## config.mk

```make
export PLATFORM = sky130hd
export DESIGN_NAME = ca_row_renderer
export DESIGN_NICKNAME = d
export VERILOG_FILES = /design/src/rtl/ca_row_renderer.sv
export SDC_FILE = /design/constraint.sdc
export NUM_CORES = 2
export LEC_CHECK = 0
export BUFFER_PORTS_ARGS = -buffer_cell sky130_fd_sc_hd__buf_4
export CAP_MARGIN = 25
export CELL_PAD_IN_SITES_DETAIL_PLACEMENT = 1
export CELL_PAD_IN_SITES_GLOBAL_PLACEMENT = 1
export CORE_MARGIN = 2
export CORE_UTILIZATION = 49
export CTS_CLUSTER_SIZE = 20
export DETAILED_ROUTE_END_ITERATION = 12
export PLACE_DENSITY_LB_ADDON = 0.1
export SETUP_SLACK_MARGIN = 0.2
export SLEW_MARGIN = 15
export SYNTH_ARGS = -nofsm -noshare
export SYNTH_HDL_FRONTEND = slang
export SYNTH_SLANG_ARGS = --single-unit
```

## constraint.sdc

```tcl
create_clock -name clk -period 23 [get_ports clk]
set_input_delay 2.3 -clock clk [delete_from_list [all_inputs] [get_ports clk]]
set_output_delay 2.3 -clock clk [all_outputs]
set_load 0.005 [all_outputs]
```

## src/rtl/ca_row_renderer.sv

```systemverilog
// Elementary cellular-automaton line renderer: shows one generation per visible line
// and computes the next generation into the other bank on the fly.
module ca_row_renderer #(
  parameter int unsigned WIDTH    = 1280,
  parameter int unsigned HEIGHT   = 1024,
  parameter int unsigned SEED_POS = 640,
  parameter int unsigned AW       = 11
) (
  input  logic          clk,
  input  logic          rst_n,
  input  logic          inPrefetchArea,
  input  logic [AW-1:0] prefetchCounterX,
  input  logic [AW-1:0] counterY,
  input  logic [7:0]    rule,
  output logic          ca_pixel,
  output logic          row_done,
  output logic [7:0]    rule_active
);

  localparam int unsigned LAST_X = WIDTH - 1;

  logic          line_act_c;
  logic          first_c;
  logic          cell_c;
  logic          tail_c;
  logic          wr_en_c;
  logic [AW-1:0] wr_addr_c;
  logic          wr_data_c;

  logic          v1_q;
  logic          v2_q;
  logic          y0_q;
  logic [AW-1:0] x1_q;
  logic [AW-1:0] x2_q;
  logic [2:0]    win_q;
  logic          bank_q;
  logic          rd_q;
  logic          ca_pixel_q;
  logic          row_done_q;
  logic [7:0]    rule_q;

  logic          mem0 [WIDTH];
  logic          mem1 [WIDTH];

  // Pipeline control, generation-0 synthesis and next-row write selection
  always_comb begin
    line_act_c = inPrefetchArea && (counterY < AW'(HEIGHT));
    first_c    = line_act_c && !v1_q;
    cell_c     = y0_q ? (x1_q == AW'(SEED_POS)) : rd_q;
    tail_c     = v2_q && !v1_q;
    wr_en_c    = 1'b0;
    wr_addr_c  = '0;
    wr_data_c  = rule_q[win_q];
    if (row_done_q) begin
      wr_en_c   = 1'b1;
      wr_addr_c = AW'(LAST_X);
    end else if (v2_q && (x2_q != '0)) begin
      wr_en_c   = 1'b1;
      wr_addr_c = x2_q - AW'(1);
    end
  end

  always_ff @(posedge clk or negedge rst_n) begin
    if (!rst_n) begin
      v1_q       <= 1'b0;
      v2_q       <= 1'b0;
      y0_q       <= 1'b0;
      x1_q       <= '0;
      x2_q       <= '0;
      win_q      <= '0;
      bank_q     <= 1'b0;
      ca_pixel_q <= 1'b0;
      row_done_q <= 1'b0;
      rule_q     <= '0;
    end else begin
      v1_q <= line_act_c;
      if (line_act_c) begin
        x1_q <= prefetchCounterX;
        y0_q <= (counterY == '0);
      end
      v2_q       <= v1_q;
      x2_q       <= x1_q;
      ca_pixel_q <= v1_q && cell_c;
      // Tail cycle shifts in the null right neighbour; flush write follows it
      row_done_q <= tail_c;
      if (first_c) begin
        win_q <= '0;
      end else if (v1_q) begin
        win_q <= {win_q[1:0], cell_c};
      end else if (tail_c) begin
        win_q <= {win_q[1:0], 1'b0};
      end
      if (first_c && (counterY == '0)) begin
        rule_q <= rule;
      end
      if (row_done_q) begin
        bank_q <= ~bank_q;
      end
    end
  end

  // Line banks: contents are not reset; generation 0 never reads them
  always_ff @(posedge clk) begin
    if (line_act_c) begin
      rd_q <= bank_q ? mem1[prefetchCounterX] : mem0[prefetchCounterX];
    end
    if (wr_en_c) begin
      if (bank_q) begin
        mem0[wr_addr_c] <= wr_data_c;
      end else begin
        mem1[wr_addr_c] <= wr_data_c;
      end
    end
  end

  assign ca_pixel    = ca_pixel_q;
  assign row_done    = row_done_q;
  assign rule_active = rule_q;

endmodule

```

==> flow_metrics.env <==
export IMPL_synth_compound_area_share_pct=3.16
export IMPL_die_y_um=481
export IMPL_ant_nets=0
export IMPL_start_kind="input port"
export IMPL_finalSetupViolCount=0
export IMPL_fp_row_count=175
export IMPL_num_vias=67800
export IMPL_pwr_share_comb_pct=4.6
export IMPL_crit_chain="buf_8, buf_4, buf_4, buf_4, buf_12, buf_4, mux4_2, o211ai_1, o211ai_1, nor4_1, o31ai_1, nand3_1, and4_1, a31oi_1"
export IMPL_grt_pass1_wl_um=504000
export IMPL_clockPowerShare_pct=43.8
export IMPL_grt_use_total_pct=30.6
export IMPL_crit_fanout=99
export IMPL_initial_utilization_pct=49.2
export IMPL_syn_num_nets=7689
export IMPL_drv_cap=0
export IMPL_async_flop_share_pct=1.50
export IMPL_htree_num_levels=5
export IMPL_ys_flop_type="edfxtp_1"
export IMPL_post_cts_buffers=0
export IMPL_cts_made_buffers=298
export IMPL_ctsResizeCount=0
export IMPL_slowest_delay_ps=800
export IMPL_worst_path_max_delay_cell="buf_4"
export IMPL_via_per_inst=6.35
export IMPL_grt_pass1_vias=70400
export IMPL_critPathMostFrequentCell="buf_4"
export IMPL_crit_required_ps=23620
export IMPL_mostFrequentLayoutCells="2606 x nor2_1, 2561 x edfxtp_1, 543 x mux4_2"
export IMPL_area_growth_pct=10.4
export IMPL_period_needed_ps=8660
export IMPL_postCtsHoldBufs=0
export IMPL_power_switching_w=0.00222
export IMPL_min_period_over_period_pct=37.7
export IMPL_syn_inst=7654
export IMPL_fin_util_pct=54.3
export IMPL_synth_edff_count=2561
export IMPL_grt_antenna_before_repair=20
export IMPL_overflow=0
export IMPL_timing_fmax_mhz=115
export IMPL_routed_wirelength_um=353000
export IMPL_ios=43
export IMPL_layout_commonest_cell="nor2_1"
export IMPL_clkTransAtPathRegs_ps=60
export IMPL_power_density_mw_per_mm2=81.3
export IMPL_p_leak_nw=32.0
export IMPL_synth_xor_xnor_area_share_pct=0.0786
export IMPL_worst_setup_path_type="input port to flop"
export IMPL_synth_area_leaders="edfxtp_1 69%, mux4_2 11%, nor2_1 8.8%"
export IMPL_route_detailed_drc=0
export IMPL_synth_top_area_share_pct=69.0
export IMPL_clkSinkCount=2600
export IMPL_total_power_w=0.0100
export IMPL_synth_seq_cells=2600
export IMPL_hpwl_um=188000
export IMPL_tns_ps=0
export IMPL_worstHoldPathType="flop to flop"
export IMPL_grt_max_degree=277
export IMPL_nNetsFinal=7496
export IMPL_die_area_mm2=0.231
export IMPL_synth_top_area_cell="edfxtp_1"
export IMPL_synth_adder_area_share_pct=0.0225
export IMPL_cp_end_kind="flop"
export IMPL_insertion_delay_ps=920
export IMPL_p_int_w=0.00779
export IMPL_cts_tree="done"
export IMPL_max_vdd_ir_drop_uv=57.4
export IMPL_avgRoutedWirePerCell_um=33.1
export IMPL_syn_area_per_cell_um2=14.6
export IMPL_finalClockSkew_ps=40.5
export IMPL_syn_area_mm2=0.111
export IMPL_cts_root_buf="clkbuf_16"
export IMPL_final_layout_size_suffix_gt1_share_pct=17.3
export IMPL_whs_ps=405
export IMPL_tightest_slew_ps=1210
export IMPL_relSlewSlack_pct=19.3
export IMPL_synth_top_family_by_area="multiplexers"
export IMPL_synth_distinct_cells=70
export IMPL_rsz0062_at_grt="no"
export IMPL_sw_frac_of_total_pct=22.2
export IMPL_ys_seq_area_share_pct=69.9
export IMPL_p_seq_share_pct=51.6
export IMPL_synthMuxAreaShare_pct=13.5
export IMPL_drtIter0Drc=8154
export IMPL_portBuffers=42
export IMPL_crit_arrival_ps=9280
export IMPL_slew_viol_final=0
export IMPL_outcome="finished clean"
export IMPL_finalHoldViolations=0
export IMPL_drtPass1Iterations=5
export IMPL_core_mm2=0.227
export IMPL_synthSimpleGateAreaFrac_pct=10.2
export IMPL_ys_warn_count=0
export IMPL_clockBufferDepth=4
export IMPL_gp_congestion=0.836
export IMPL_die_w_um=481
-- registers in the layout, summed over array words and instances, names as in the netlist --
register / count
bank_q: 1
ca_pixel: 1
mem0: 1280
mem1: 1280
rd_q: 1
row_done: 1
rule_active: 8
v1_q: 1
v2_q: 1
win_q: 3
x1_q: 11
x2_q: 11
y0_q: 1
-- metal layers --
layer | track usage, % | part of all wire, % | wire, um | vias up
met3 | 5.36 | 8.2 | 28900 | 717
met2 | 49.6 | 48 | 168000 | 2898
met4 | 11.9 | 4.3 | 15100 | 10
li1 | - | - | - | 27800
met1 | 41.4 | 40 | 141000 | 36300
met5 | 0 | 0.019 | 67 | -
-- synth_stat cells, types with 6 or more instances --
master / number
mux2i_1: 258
a22o_1: 31
and3_1: 7
nand2_1: 204
o22ai_1: 30
a22oi_1: 90
buf_4: 51
mux4_2: 543
o211ai_1: 12
nand4_1: 8
a31oi_1: 8
nor3_1: 30
o221ai_1: 78
dfrtp_1: 39
xnor2_1: 7
nand3_1: 27
nor4_1: 16
nor2_1: 2608
a211oi_1: 19
nor2b_1: 15
buf_1: 11
edfxtp_1: 2561
mux2_2: 25
a21oi_1: 105
inv_1: 10
buf_6: 30
or3_1: 7
a2111oi_0: 6
o31ai_1: 6
buf_2: 76
clkbuf_1: 587
and2_1: 6
a221oi_1: 29
o21ai_0: 46
-- cell families (layout without fill, tap and decap cells) --
family                     Yosys count  count (layout)
xor gates and xnor gates            10              10
DFF                               2600            2600
and+or+nand+nor                   2952            2952
other                                0              10
adders and majority gates            2               2
AOI/OAI and AO/OA                  495             495
buffers and inverters              769             771
muxes                              826             826
-- worst paths after layout --
check / slack [ps] / depth (start not counted) / to / from
setup / recovery: 14340 / 14 / rd_q$_DFFE_PP_ / prefetchCounterX[1]
hold / removal: 410 / 0 / x2_q[7]$_DFF_PN0_ / x1_q[7]$_DFFE_PN0P_
setup reg to reg: 17500 / 6 / mem0[32]$_DFFE_PP_ / win_q[0]$_DFFE_PN0P_
hold reg to reg: 410 / 0 / x2_q[7]$_DFF_PN0_ / x1_q[7]$_DFFE_PN0P_
max in group asynchronous: 21230 / 1 / x2_q[3]$_DFF_PN0_ / rst_n
min in group asynchronous: 1370 / 1 / ca_pixel$_DFF_PN0_ / rst_n
-- power by group through the flow --
stage	clock network (W)	registers [W]	logic [W]
finish	0.00438	0.00516	0.000464
global route	0.00460	0.00516	0.000481
CTS	0.00443	0.00516	0.000461
detailed placement	0	0.00526	0.000459
global placement	0	0.00526	0.000455
floorplan	0	0.00527	0.000270
-- stage by stage --
step | setup WS (ps) | cells | area (um^2)
floorplan | 1520 | 7654 | 111000
global placement | 13630 | 10200 | 114000
detailed placement | 13590 | 10200 | 114000
CTS | 14550 | 10700 | 123000
global route | 14290 | 10700 | 123000
finish | 14340 | 10700 | 123000
-- critical path, delay by kind of cell --
| family | cells | cell delay [ps] |
|---|---|---|
| buffers and inverters | 6 | 4210 |
| AOI/OAI and AO/OA | 4 | 980 |
| and+or+nand+nor | 3 | 930 |
| muxes | 1 | 410 |
-- area by class of cell --
| type | count | area [um^2] |
|---|---|---|
| inverter | 14 | 58.8 |
| clock inverter | 113 | 688 |
| clock buffer | 382 | 7990 |
| multi-input combinational | 4285 | 30500 |
| tap | 3009 | 3760 |
| antenna | 10 | 25.0 |
| fill | 21300 | 104000 |
| timing repair buffer | 262 | 2150 |
| sequential | 2600 | 77900 |
(Power assumes the default switching activity.)
